**config.mk**
```make
export PLATFORM = sky130hd
export DESIGN_NAME = dsp_pipe_ctrl
export DESIGN_NICKNAME = d
export VERILOG_FILES = /design/src/rtl/dsp_pkg.sv /design/src/rtl/dsp_pipe_ctrl.sv
export SDC_FILE = /design/constraint.sdc
export NUM_CORES = 1
export LEC_CHECK = 0
export ABC_AREA = 1
export BUFFER_PORTS_ARGS = -buffer_cell sky130_fd_sc_hd__buf_2
export CAP_MARGIN = 20
export CORE_AREA = 2 2 39 41
export DETAILED_ROUTE_END_ITERATION = 7
export DIE_AREA = 0 0 41 43
export HOLD_SLACK_MARGIN = 0.02
export PLACE_DENSITY_LB_ADDON = 0.1
export SLEW_MARGIN = 25
export SYNTH_ARGS = -nofsm -noshare
export SYNTH_HDL_FRONTEND = slang
export SYNTH_SLANG_ARGS = --single-unit
```
**constraint.sdc**
```tcl
create_clock -name clk -period 1.9 [get_ports clk]
set_input_delay 0.095 -clock clk [delete_from_list [all_inputs] [get_ports clk]]
set_output_delay 0.095 -clock clk [all_outputs]
set_load 0.02 [all_outputs]
```
**src/rtl/dsp_pkg.sv**
```systemverilog
// Shared types and limits for the DSP48A1 pipeline control logic.
package dsp_pkg;

  typedef enum logic [1:0] {
    DSP_CTRL_INIT,
    DSP_CTRL_RUN,
    DSP_CTRL_FLUSH
  } dsp_ctrl_state_t;

  localparam int DSP_MAX_STAGES = 4;
  localparam int DSP_OCC_W      = 3;

endpackage

```
**src/rtl/dsp_pipe_ctrl.sv**
```systemverilog
// Elastic pipeline sequencer for the DSP48A1 slice: per-stage clock enables
// and synchronous clears, per-stage valid tracking with bubble collapse,
// valid/ready handshakes at both ends and a level-sensitive flush.
module dsp_pipe_ctrl
  import dsp_pkg::*;
#(
  parameter int STAGES = 4
) (
  input  logic                 clk,
  input  logic                 rst_n,
  input  logic                 in_valid,
  output logic                 in_ready,
  output logic                 out_valid,
  input  logic                 out_ready,
  input  logic                 flush,
  output logic [STAGES-1:0]    ce,
  output logic [STAGES-1:0]    clr,
  output logic [DSP_OCC_W-1:0] occupancy,
  output logic                 busy
);

  localparam int L = STAGES - 1;

  if (STAGES < 1 || STAGES > DSP_MAX_STAGES) begin : g_bad_stages
    $error("dsp_pipe_ctrl: STAGES must be in 1..%0d", DSP_MAX_STAGES);
  end

  dsp_ctrl_state_t        state_q;
  logic [STAGES-1:0]      v_q, v_d;
  logic [DSP_OCC_W-1:0]   occ_q, occ_d;
  logic [STAGES-1:0]      move;
  logic [STAGES-1:0]      load;
  logic                   in_ready_run;
  logic                   clear_mode;

  // Clearing covers INIT and every cycle flush is high, so a flush wins over
  // any same-cycle handshake and clr tracks the flush level exactly.
  assign clear_mode = (state_q == DSP_CTRL_INIT) | flush;

  // Drain condition ripples from the output end toward the input end.
  assign move[L] = v_q[L] & out_ready;
  for (genvar i = 0; i < L; i++) begin : g_move
    assign move[i] = v_q[i] & (~v_q[i+1] | move[i+1]);
  end

  // in_ready depends only on valid bits and out_ready, never on in_valid.
  assign in_ready_run = ~v_q[0] | move[0];
  assign load[0]      = in_valid & in_ready_run;
  for (genvar i = 1; i < STAGES; i++) begin : g_load
    assign load[i] = move[i-1];
  end

  assign in_ready  = ~clear_mode & in_ready_run;
  assign out_valid = ~clear_mode & v_q[L];
  assign ce        = clear_mode ? '0 : load;
  assign clr       = {STAGES{clear_mode}};
  assign occupancy = occ_q;
  assign busy      = (occ_q != '0);

  // Next valid bits and item count; both collapse to empty while clearing.
  always_comb begin
    v_d   = load | (v_q & ~move);
    occ_d = occ_q + DSP_OCC_W'(load[0]) - DSP_OCC_W'(move[L]);
    if (clear_mode) begin
      v_d   = '0;
      occ_d = '0;
    end
  end

  // Control state machine: one INIT cycle after reset, then RUN/FLUSH on the flush level.
  always_ff @(posedge clk or negedge rst_n) begin
    if (!rst_n) begin
      state_q <= DSP_CTRL_INIT;
    end else begin
      case (state_q)
        DSP_CTRL_INIT:  state_q <= DSP_CTRL_RUN;
        DSP_CTRL_RUN:   if (flush)  state_q <= DSP_CTRL_FLUSH;
        DSP_CTRL_FLUSH: if (!flush) state_q <= DSP_CTRL_RUN;
        default:        state_q <= DSP_CTRL_INIT;
      endcase
    end
  end

  // Per-stage valid bits and occupancy counter.
  always_ff @(posedge clk or negedge rst_n) begin
    if (!rst_n) begin
      v_q   <= '0;
      occ_q <= '0;
    end else begin
      v_q   <= v_d;
      occ_q <= occ_d;
    end
  end

endmodule

```
# ---- Word level (Yosys, flattened, before mapping)
# Cells that the tools add are included.
dict set report classes {
  add_sub_neg 2
  n_eq_ne 4
  n_reduce_logical 3
  mux 6
  n_bitwise 20
}
# op count
set ops {}
lappend ops {{2-to-1 mux 4 bit} 2}
lappend ops {{bitwise AND 1 bit} 7}
lappend ops {{case mux 2 bit (3 select lines)} 1}
lappend ops {{NOT 1 bit} 5}
lappend ops {{bitwise OR 1 bit} 5}
lappend ops {{bitwise AND 4 bit} 1}
lappend ops {{2-to-1 mux 2 bit} 2}
lappend ops {{inequality test 2 bit, second input constant} 2}
lappend ops {{NOT 4 bit} 1}
lappend ops {{bitwise OR 4 bit} 1}
lappend ops {{adder 3 x 1 -> 3 bit} 1}
lappend ops {{2-to-1 mux 3 bit} 1}
lappend ops {{nonzero test 3 bit} 1}
lappend ops {{subtractor 3 x 1 -> 3 bit} 1}
lappend ops {{== test 2 x 1 -> 1 bit, second input constant} 1}
lappend ops {{== test 2 bit, second input constant} 1}
lappend ops {{logical NOT 2 bit} 1}
lappend ops {{AND reduction 2 bit} 1}
dict set report word_totals {
  reg_bits 9
  in_bits 5
}

# ---- Logic depth before layout (Yosys ltp)
# Gate-level depths: netlist (run 1).
dict set report logic_depth {
  word_depth 12
  depth_mapped 12
  depth_no_buf 12
}

# ---- Least setup slack after synthesis (run 1)
# OpenSTA, ideal clock, no wires.
dict set report synth_path {
  kind {reg2reg}
  startpoint {register v_q[3]}
  endpoint {register occ_q[2] (netlist: occupancy[2])}
  t_arrival_ns 1.628
  setup_slack_ns 0.155
  path_stages_with_launch 12
  setup_ns 0.117
  n_path_buf 0
  path_cell_list {dfrtp_1 -> inv_2 -> nor2_4 -> nand4_1 -> nand2_1 -> ha_1 -> inv_1 -> ha_1 -> inv_1 -> fa_1 -> nor2_1 -> nor2_1}
}
dict set report synth_via {
  elab_chain_len 12
}
# item line_no
set synth_lines {}
lappend synth_lines {{from (decl)} dsp_pipe_ctrl.sv:29} ;# logic [STAGES-1:0] v_q, v_d;
lappend synth_lines {{from (signal assigned)} dsp_pipe_ctrl.sv:90} ;# v_q <= v_d;
lappend synth_lines {{bitwise AND 1 bit / NOT 1 bit (equally long branches)} {dsp_pipe_ctrl.sv:41, dsp_pipe_ctrl.sv:43}}
lappend synth_lines {{bitwise OR 1 bit} dsp_pipe_ctrl.sv:43} ;# assign move[i] = v_q[i] & (~v_q[i+1] | move[i+1]);
lappend synth_lines {{bitwise AND 1 bit} dsp_pipe_ctrl.sv:43}
lappend synth_lines {{bitwise OR 1 bit} dsp_pipe_ctrl.sv:43}
lappend synth_lines {{bitwise AND 1 bit} dsp_pipe_ctrl.sv:43}
lappend synth_lines {{bitwise OR 1 bit} dsp_pipe_ctrl.sv:43}
lappend synth_lines {{bitwise AND 1 bit} dsp_pipe_ctrl.sv:43}
lappend synth_lines {{bitwise OR 1 bit} dsp_pipe_ctrl.sv:47} ;# assign in_ready_run = ~v_q[0] | move[0];
lappend synth_lines {{bitwise AND 1 bit} dsp_pipe_ctrl.sv:48} ;# assign load[0] = in_valid & in_ready_run;
lappend synth_lines {{adder 3 x 1 -> 3 bit} dsp_pipe_ctrl.sv:63} ;# occ_d = occ_q + DSP_OCC_W'(load[0]) - DSP_OCC_W'(move[L]);
lappend synth_lines {{subtractor 3 x 1 -> 3 bit *} dsp_pipe_ctrl.sv:63}
lappend synth_lines {{2-to-1 mux 3 bit *} dsp_pipe_ctrl.sv:64} ;# if (clear_mode) begin
lappend synth_lines {{net occ_d[2]} dsp_pipe_ctrl.sv:30} ;# logic [DSP_OCC_W-1:0] occ_q, occ_d;
lappend synth_lines {{to (signal assigned)} dsp_pipe_ctrl.sv:88} ;# occ_q <= '0;
lappend synth_lines {{to (signal assigned)} dsp_pipe_ctrl.sv:91} ;# occ_q <= occ_d;
lappend synth_lines {{to (decl)} dsp_pipe_ctrl.sv:30}
# The timed path passes the listed nets; every way through them passes the cells marked *.
# A chain may end at the register's enable or synchronous reset.

# ---- Worst setup path after layout (run 1)
dict set report layout_path {
  startpoint {register v_q[3]}
  endpoint {register occ_q[1] (netlist: occupancy[1])}
}
# Same word-level chain as after synthesis.

==> results of run 1 <==
==> worst max path at each step <==
stage | endpoint | cells past startpoint
floorplan | occupancy[2] | 11
finish | occupancy[1] | 10
global placement | occupancy[2] | 11
detailed placement | occupancy[2] | 12
CTS | occupancy[2] | 12
global route | occupancy[1] | 10
==> layout make-up <==
cell class              instances  share of cell area
well taps                      16             0.02985
clock buffers                   4             0.03918
multi-input cells              36              0.3526
inverters                      10             0.05970
repair buffers                 22              0.1828
flip-flops and latches          9              0.3358
==> state kept, by name, summed over array words and instances (netlist names) <==
register,flops
v_q,4
occupancy,3
state_q,2
==> metrics by stage <==
stage / instances / setup slack [ns] / util / area (µm²)
2_1_floorplan: 59 / 0.1549 / - / 526.8
6_report: 97 / 0.04979 / 0.4846 / 670.6
3_3_place_gp: 91 / 0.1209 / 0.4494 / 621.8
5_1_grt: 97 / -0.04782 / 0.4846 / 670.6
3_5_place_dp: 91 / 0.05769 / 0.4494 / 621.8
4_1_cts: 96 / 0.04549 / 0.4756 / 658.1
==> synth_stat cells <==
cell,n
nor3_2,1
o21a_1,2
o21ai_2,1
nand2_1,9
nor2_4,3
buf_4,4
inv_4,1
nor2_1,8
nand2_2,1
a21oi_1,3
or3_1,1
xor2_1,1
dfrtp_1,9
inv_2,1
inv_1,8
nand4_1,1
fa_1,1
a31oi_1,1
nor2_2,1
ha_1,2
==> worst max-delay path: cells and delay by family, from the launching register on <==
| family | cells | cell delay, ns |
|---|---|---|
| fa+ha+maj | 3 | 0.95 |
| buf+inv | 3 | 0.17 |
| flops | 1 | 0.38 |
| simple gates | 4 | 0.23 |
==> timing repair <==
item,CTS,global route
hold buffers,1,0
endpoints found under the hold margin,9,0
endpoints found under the setup margin,0,2
buffers inserted,0,1
gates resized for setup,0,3
==> cells by family after synthesis <==
group | Yosys count | synth area share
DFF | 9 | 0.4276
AOI/OAI and AO/OA | 7 | 0.08550
adders and majority gates | 3 | 0.08550
buffers and inverters | 14 | 0.1330
and+or+nand+nor | 25 | 0.2518
xor gates and xnor gates | 1 | 0.01663
==> power groups by stage <==
| stage | Sequential [µW] | Clock, µW | Combinational [µW] |
|---|---|---|---|
| finish | 235 | 139 | 209 |
| global route | 239 | 157 | 236 |
| floorplan | 248 | 0 | 154 |
| detailed placement | 239 | 0 | 208 |
| global placement | 239 | 0 | 206 |
| CTS | 235 | 147 | 211 |
==> metal layers <==
layer	GRT usage	part of all wire	vias up	wire length, µm
li1	-	-	225	-
met1	0.1588	0.47	188	412
met2	0.1813	0.48	11	419
met4	0.06000	0	0	0
met3	0.04712	0.053	0	47
met5	0	0	-	0
==> key figures, run 1 <==
Status
  – Status: complete, no violations

Floorplan
  – IO Count: 19
  – Starting Density: 0.3807
  – Die ar.: 1763 µm²
  – Core area: 1384 µm²
  – Die X: 41 µm
  – Row count: 14
  – Die span in y: 43 µm

Timing
  – Worst Clk Skew: 0.001504 ns
  – Final hold violation count: 0
  – Worst slew margin: 0.8630
  – RSZ-0062 raised after global routing: yes
  – Min cycle time layout: 1.850 ns
  – Setup tns final: 0 ns
  – Fin crit share: 0.9738
  – Fmax: 540.5 MHz
  – Worst Max-Slew Pin Slew: 0.2056 ns
  – Final setup fails: 0
  – Max-slew violations: 0
  – Hold_ws: 0.09555 ns

Power
  – Total power: 583.6 µW
  – Clock network power share: 0.239
  – P_sw: 213.8 µW
  – Leakage: 0.0003692 µW
  – Peak VDD IR: 551.9 µV
  – Pwr Density: 870.1 nW/µm²
  – Internal power: 369.8 µW
  – Comb pwr share: 0.358
  – Seq pwr share: 0.403
  – Switching share of power: 0.3664

Setup path
  – Max stage delay cell, worst path: fa_2
  – Worst-path cell chain: inv_2 > nor2_4 > nand4_1 > nand2_1 > ha_1 > inv_1 > ha_2 > inv_2 > fa_2 > nor2_1
  – Path depth of the worst reg2reg path: 10
  – Worst setup path class: flop to flop
  – Worst-path fanout max: 2
  – Crit. Startpoint: v_q[3]
  – Crit path DAT: 1.99 ns
  – Slowest stage delay, CP: 0.51 ns
  – Worst path most repeated cell: inv_2
  – Reg2reg start: v_q[3]
  – R2R setup slack: 0.05 ns
  – Crit start category: flop
  – R2R Path End: occupancy[1]
  – Worst setup EP type: flop
  – Worst path required time: 2.04 ns

Place
  – HPWL after DPL: 694.7 µm
  – PortBufs: 18
  – Gpl congestion: 0.7279

Hold path
  – Worst min-delay path category: input port to flop
  – Hold_sp: in_valid
  – Worst Hold Path EP: v_q[0]
  – Hold Path Cell Cnt: 3

Drt
  – DRT Pass-1 Iters: 2
  – WL/cell: 9.072 µm
  – First-iteration detailed-routing DRC count: 3
  – Drt via density: 4.371
  – DRC Markers: 0
  – Routed vias: 424
  – Post-route ant nets: 0
  – Final WL: 880 µm

Cells and area
  – Commonest non-fill, non-tap cell in the layout: buf_2
  – Final nets: 90
  – Most frequent cells in the layout: 18 x buf_2, 9 x nand2_1, 9 x dfrtp_1, 8 x nor2_1, 7 x inv_1
  – Syn-to-layout area delta: 27.32%
  – Layout cells sized above 1: 0.4444
  – Storage cell area: 225.2 µm²
  – Multi-input logic area: 236.5 µm²
  – Ant. Diodes: 0
  – Fillers: 138

Clock network
  – Clock sink count: 9
  – Max Buffers Root-to-Sink: 2
  – Num CTS Buffers: 3
  – Clock transition at the registers of the reported paths: 0.06 ns
  – Clock root cell: clkbuf_4
  – H-tree levels: 1
  – Clock Latency Late Sink: 0.25 ns
  – CTS tree: yes

Yosys
  – Synth top area cells: dfrtp_1 43%, nand2_1 6.4%, nor2_4 6.4%
  – Largest area contributor in the netlist: dfrtp_1
  – Mean post-synth cell area: 8.928 µm²
  – Syn_nets: 67
  – Post-Syn Area: 526.8 µm²
  – Post-synthesis register bit count: 9
  – Synth Warn #: 0
  – Sequential area share after synthesis: 0.4276
  – Syn Inst Count: 59
  – Share of the synthesized area in the top cell type: 0.4276
  – Cell variety after synth: 20

Global routing
  – GRT Total Usage: 0.1254
  – Number of global-route vias before repair: 381
  – Largest net degree at the start of global routing: 14
  – Global-route wire length before repair: 1483 µm
  – GRT overflow: 0
  – Initial antenna violation count: 0

Flow run
  – MaxCap Viol Count: 0
No activity file was read; power rests on OpenSTA's default activity.
==> inputs of run 2 (changes only) <==
GPL_ROUTABILITY_DRIVEN = 0   (was default)
GPL_TIMING_DRIVEN = 0   (was default)
clock period = 2.36 ns   (was 1.9 ns; I/O delays follow)
==> run 2 against run 1 <==
Effect of this change: clock power shrank 12%; total power shrank 15%; flip-flop and latch count unchanged; final area grew 0.56%; first-iteration DRC count up 67%; via count fell by 0.47%; die area is the same; sequential share of layout area shrank 0.19 points; clock skew is 0.00054 ns lower; register-to-register slack improved by 0.46 ns; final cell count is 1.0% higher; largest cell class unchanged; highest routed layer is now met4.
==> key figures, run 2 (synthesis results as in run 1) <==
Global routing
  – Initial antenna violation count: 0 (unchanged)
  – Global-route wire length before repair: 1400 µm (-5.6%)
  – Number of global-route vias before repair: 336 (-12%)
  – Largest net degree at the start of global routing: 14 (unchanged)
  – GRT overflow: 0 (unchanged)
  – GRT Total Usage: 0.1254 (unchanged)

Setup path
  – R2R setup slack: 0.51 ns (+0.46 ns)
  – Worst setup EP type: flop
  – Slowest stage delay, CP: 0.39 ns (-0.12 ns)
  – Cell family contributing the most delay on the critical path: adder cells
  – Path depth of the worst reg2reg path: 12 (+2)
  – Reg2reg start: v_q[3]
  – Worst-path cell chain: inv_2 > nor2_4 > nand4_1 > nand2_1 > ha_1 > inv_1 > ha_1 > inv_1 > fa_1 > nand2_1 > nand2_1 > nor2_1
  – Max stage delay cell, worst path: dfrtp_1
  – Worst-path fanout max: 3 (+1)
  – CP Buf/Inv Count: 3 (unchanged)
  – Crit path DAT: 2.05 ns (+0.06 ns)
  – Worst setup path class: flop to flop
  – Crit start category: flop
  – Worst path most repeated cell: nand2_1
  – R2R Path End: occupancy[2]
  – Worst path required time: 2.56 ns (+0.52 ns)

Cells and area
  – Final nets: 91 (+1.1%)
  – Reg with most FFs: v_q
  – Final Core Density: 0.4873 (+0.002713)
  – Syn-to-layout area delta: 28.03%
  – Max reg flops: 4 (unchanged)
  – Most frequent cells in the layout: 18 x buf_2, 9 x nand2_1, 9 x dfrtp_1, 8 x inv_1, 8 x nor2_1
  – Commonest non-fill, non-tap cell in the layout: buf_2
  – Fillers: 150 (+8.7%)
  – Layout cells sized above 1: 0.4268 (-0.01762)
  – Cell area after layout: 674.4 µm² (+0.56%)
  – Ant. Diodes: 0 (unchanged)

Timing
  – Final hold violation count: 0 (unchanged)
  – RSZ-0062 raised after global routing: no
  – Worst slew margin: 0.8580 (-0.004947)
  – Worst Clk Skew: 0.0009606 ns (-0.0005435 ns)
  – Final setup fails: 0 (unchanged)
  – Hold_ws: 0.09456 ns (-0.0009852 ns)
  – Min cycle time layout: 1.853 ns (+0.003180 ns)
  – Worst Max-Slew Pin Slew: 0.2130 ns (+0.007421 ns)
  – Fmax: 539.6 MHz (-0.17%)
  – Max-slew violations: 0 (unchanged)
  – Setup tns final: 0 ns (unchanged)
  – Fin crit share: 0.7853 (-0.1885)

Clock network
  – CTS tree: yes
  – H-tree levels: 1 (unchanged)
  – Clock sink count: 9 (unchanged)
  – Setup Fix Bufs, Post-CTS: 0 (unchanged)
  – Max Buffers Root-to-Sink: 2 (unchanged)
  – Clock root cell: clkbuf_4
  – Clock transition at the registers of the reported paths: 0.07 ns (about the same)
  – Num CTS Buffers: 3 (unchanged)
  – Post-cts sizing count: 0 (unchanged)
  – Clock Latency Late Sink: 0.26 ns (about the same)

Place
  – HPWL after DPL: 701.5 µm (+0.98%)
  – PortBufs: 18 (unchanged)
  – Placed Area: 636.9 µm² (+2.4%)

Power
  – Peak VDD IR: 398.3 µV (-28%)
  – Comb pwr share: 0.365 (+0.007)
  – Seq pwr share: 0.386 (-0.017)
  – Leakage: 0.0003767 µW (+2.0%)
  – Clock network power share: 0.249 (+0.010)
  – Internal power: 307.4 µW (-17%)
  – Pwr Density: 732.4 nW/µm² (-16%)
  – P_sw: 186.6 µW (-13%)
  – Switching share of power: 0.3777 (+0.01130)

Drt
  – First-iteration detailed-routing DRC count: 5 (+2)
  – Post-route ant nets: 0 (unchanged)
  – Drt via density: 4.306 (-1.5%)
  – Final WL: 904 µm (+2.7%)
  – WL/cell: 9.224 µm (+1.7%)
  – DRT Pass-1 Iters: 4 (+2)
  – Routed vias: 422 (-0.47%)
  – DRC Markers: 0 (unchanged)

Hold path
  – Hold_sp: in_valid
  – Hold Path Cell Cnt: 3 (unchanged)
  – Worst Hold Path EP: v_q[0]
  – Worst min-delay path category: input port to flop

Floorplan
  – Die span in y: 43 µm (unchanged)
  – Die X: 41 µm (unchanged)
  – Core area: 1384 µm² (unchanged)
  – IO Count: 19 (unchanged)
  – Starting Density: 0.3807 (unchanged)
  – Row count: 14 (unchanged)
  – Die ar.: 1763 µm² (unchanged)

Status
  – Status: complete, no violations

Flow run
  – MaxCap Viol Count: 0 (unchanged)
[run 2: worst max path at each step]
stage	startpoint	endpoint	slack, ns	cells past startpoint
4_1_cts	v_q[3]	occupancy[2]	0.49	12
6_report	v_q[3]	occupancy[2]	0.51	12
3_5_place_dp	v_q[3]	occupancy[2]	0.50	11
2_1_floorplan	v_q[3]	occupancy[2]	0.61	11
5_1_grt	v_q[3]	occupancy[2]	0.29	12
3_3_place_gp	v_q[3]	occupancy[2]	0.52	11
[run 2: power groups by stage]
stage | combinational (µW) | clock, µW | sequential (µW)
finish | 180 | 123 | 190
global route | 202 | 136 | 193
CTS | 183 | 130 | 191
detailed placement | 182 | 0 | 194
global placement | 182 | 0 | 194
floorplan | 124 | 0 | 200
[run 2: timing repair]
action,in CTS,in global routing
setup endpoints to repair,0,0
hold buffers,1,0
hold endpoints to repair,9,0
[run 2: per-stage QoR]
| step | instances | setup slack [ns] | total power, µW |
|---|---|---|---|
| 6_report | 98 | 0.5066 | 494.0 |
| 5_1_grt | 98 | 0.2902 | 530.8 |
| 4_1_cts | 98 | 0.4880 | 503.8 |
| 3_5_place_dp | 93 | 0.5026 | 375.7 |
| 3_3_place_gp | 93 | 0.5156 | 375.3 |
| 2_1_floorplan | 59 | 0.6149 | 324.1 |
[run 2: final cells by class]
class / count / area [µm²] / share of cell area
multi-input cells: 36 / 231.5 / 0.3432
flip-flops and latches: 9 / 225.2 / 0.3340
repair buffers: 19 / 100.1 / 0.1484
inverters: 10 / 40.04 / 0.05937
plain buffers: 4 / 30.03 / 0.04453
clock buffers: 3 / 22.52 / 0.03340
well taps: 16 / 20.02 / 0.02968
clock inverters: 1 / 5.005 / 0.007421
[run 2: routing by layer]
layer  routed length [µm]  part of all wire  GRT usage  vias up
met1                  421              0.47     0.1655      182
met5                    0                 0          0        -
li1                     -                 -          -      225
met4                    6            0.0066     0.1000        0
met2                  414              0.46     0.1563       13
met3                   61             0.067    0.04712        2
[run 2: worst min-delay path, stage by stage]
cell and delay, ns:
buf_2 0.10, inv_1 0.04, a21oi_1 0.05
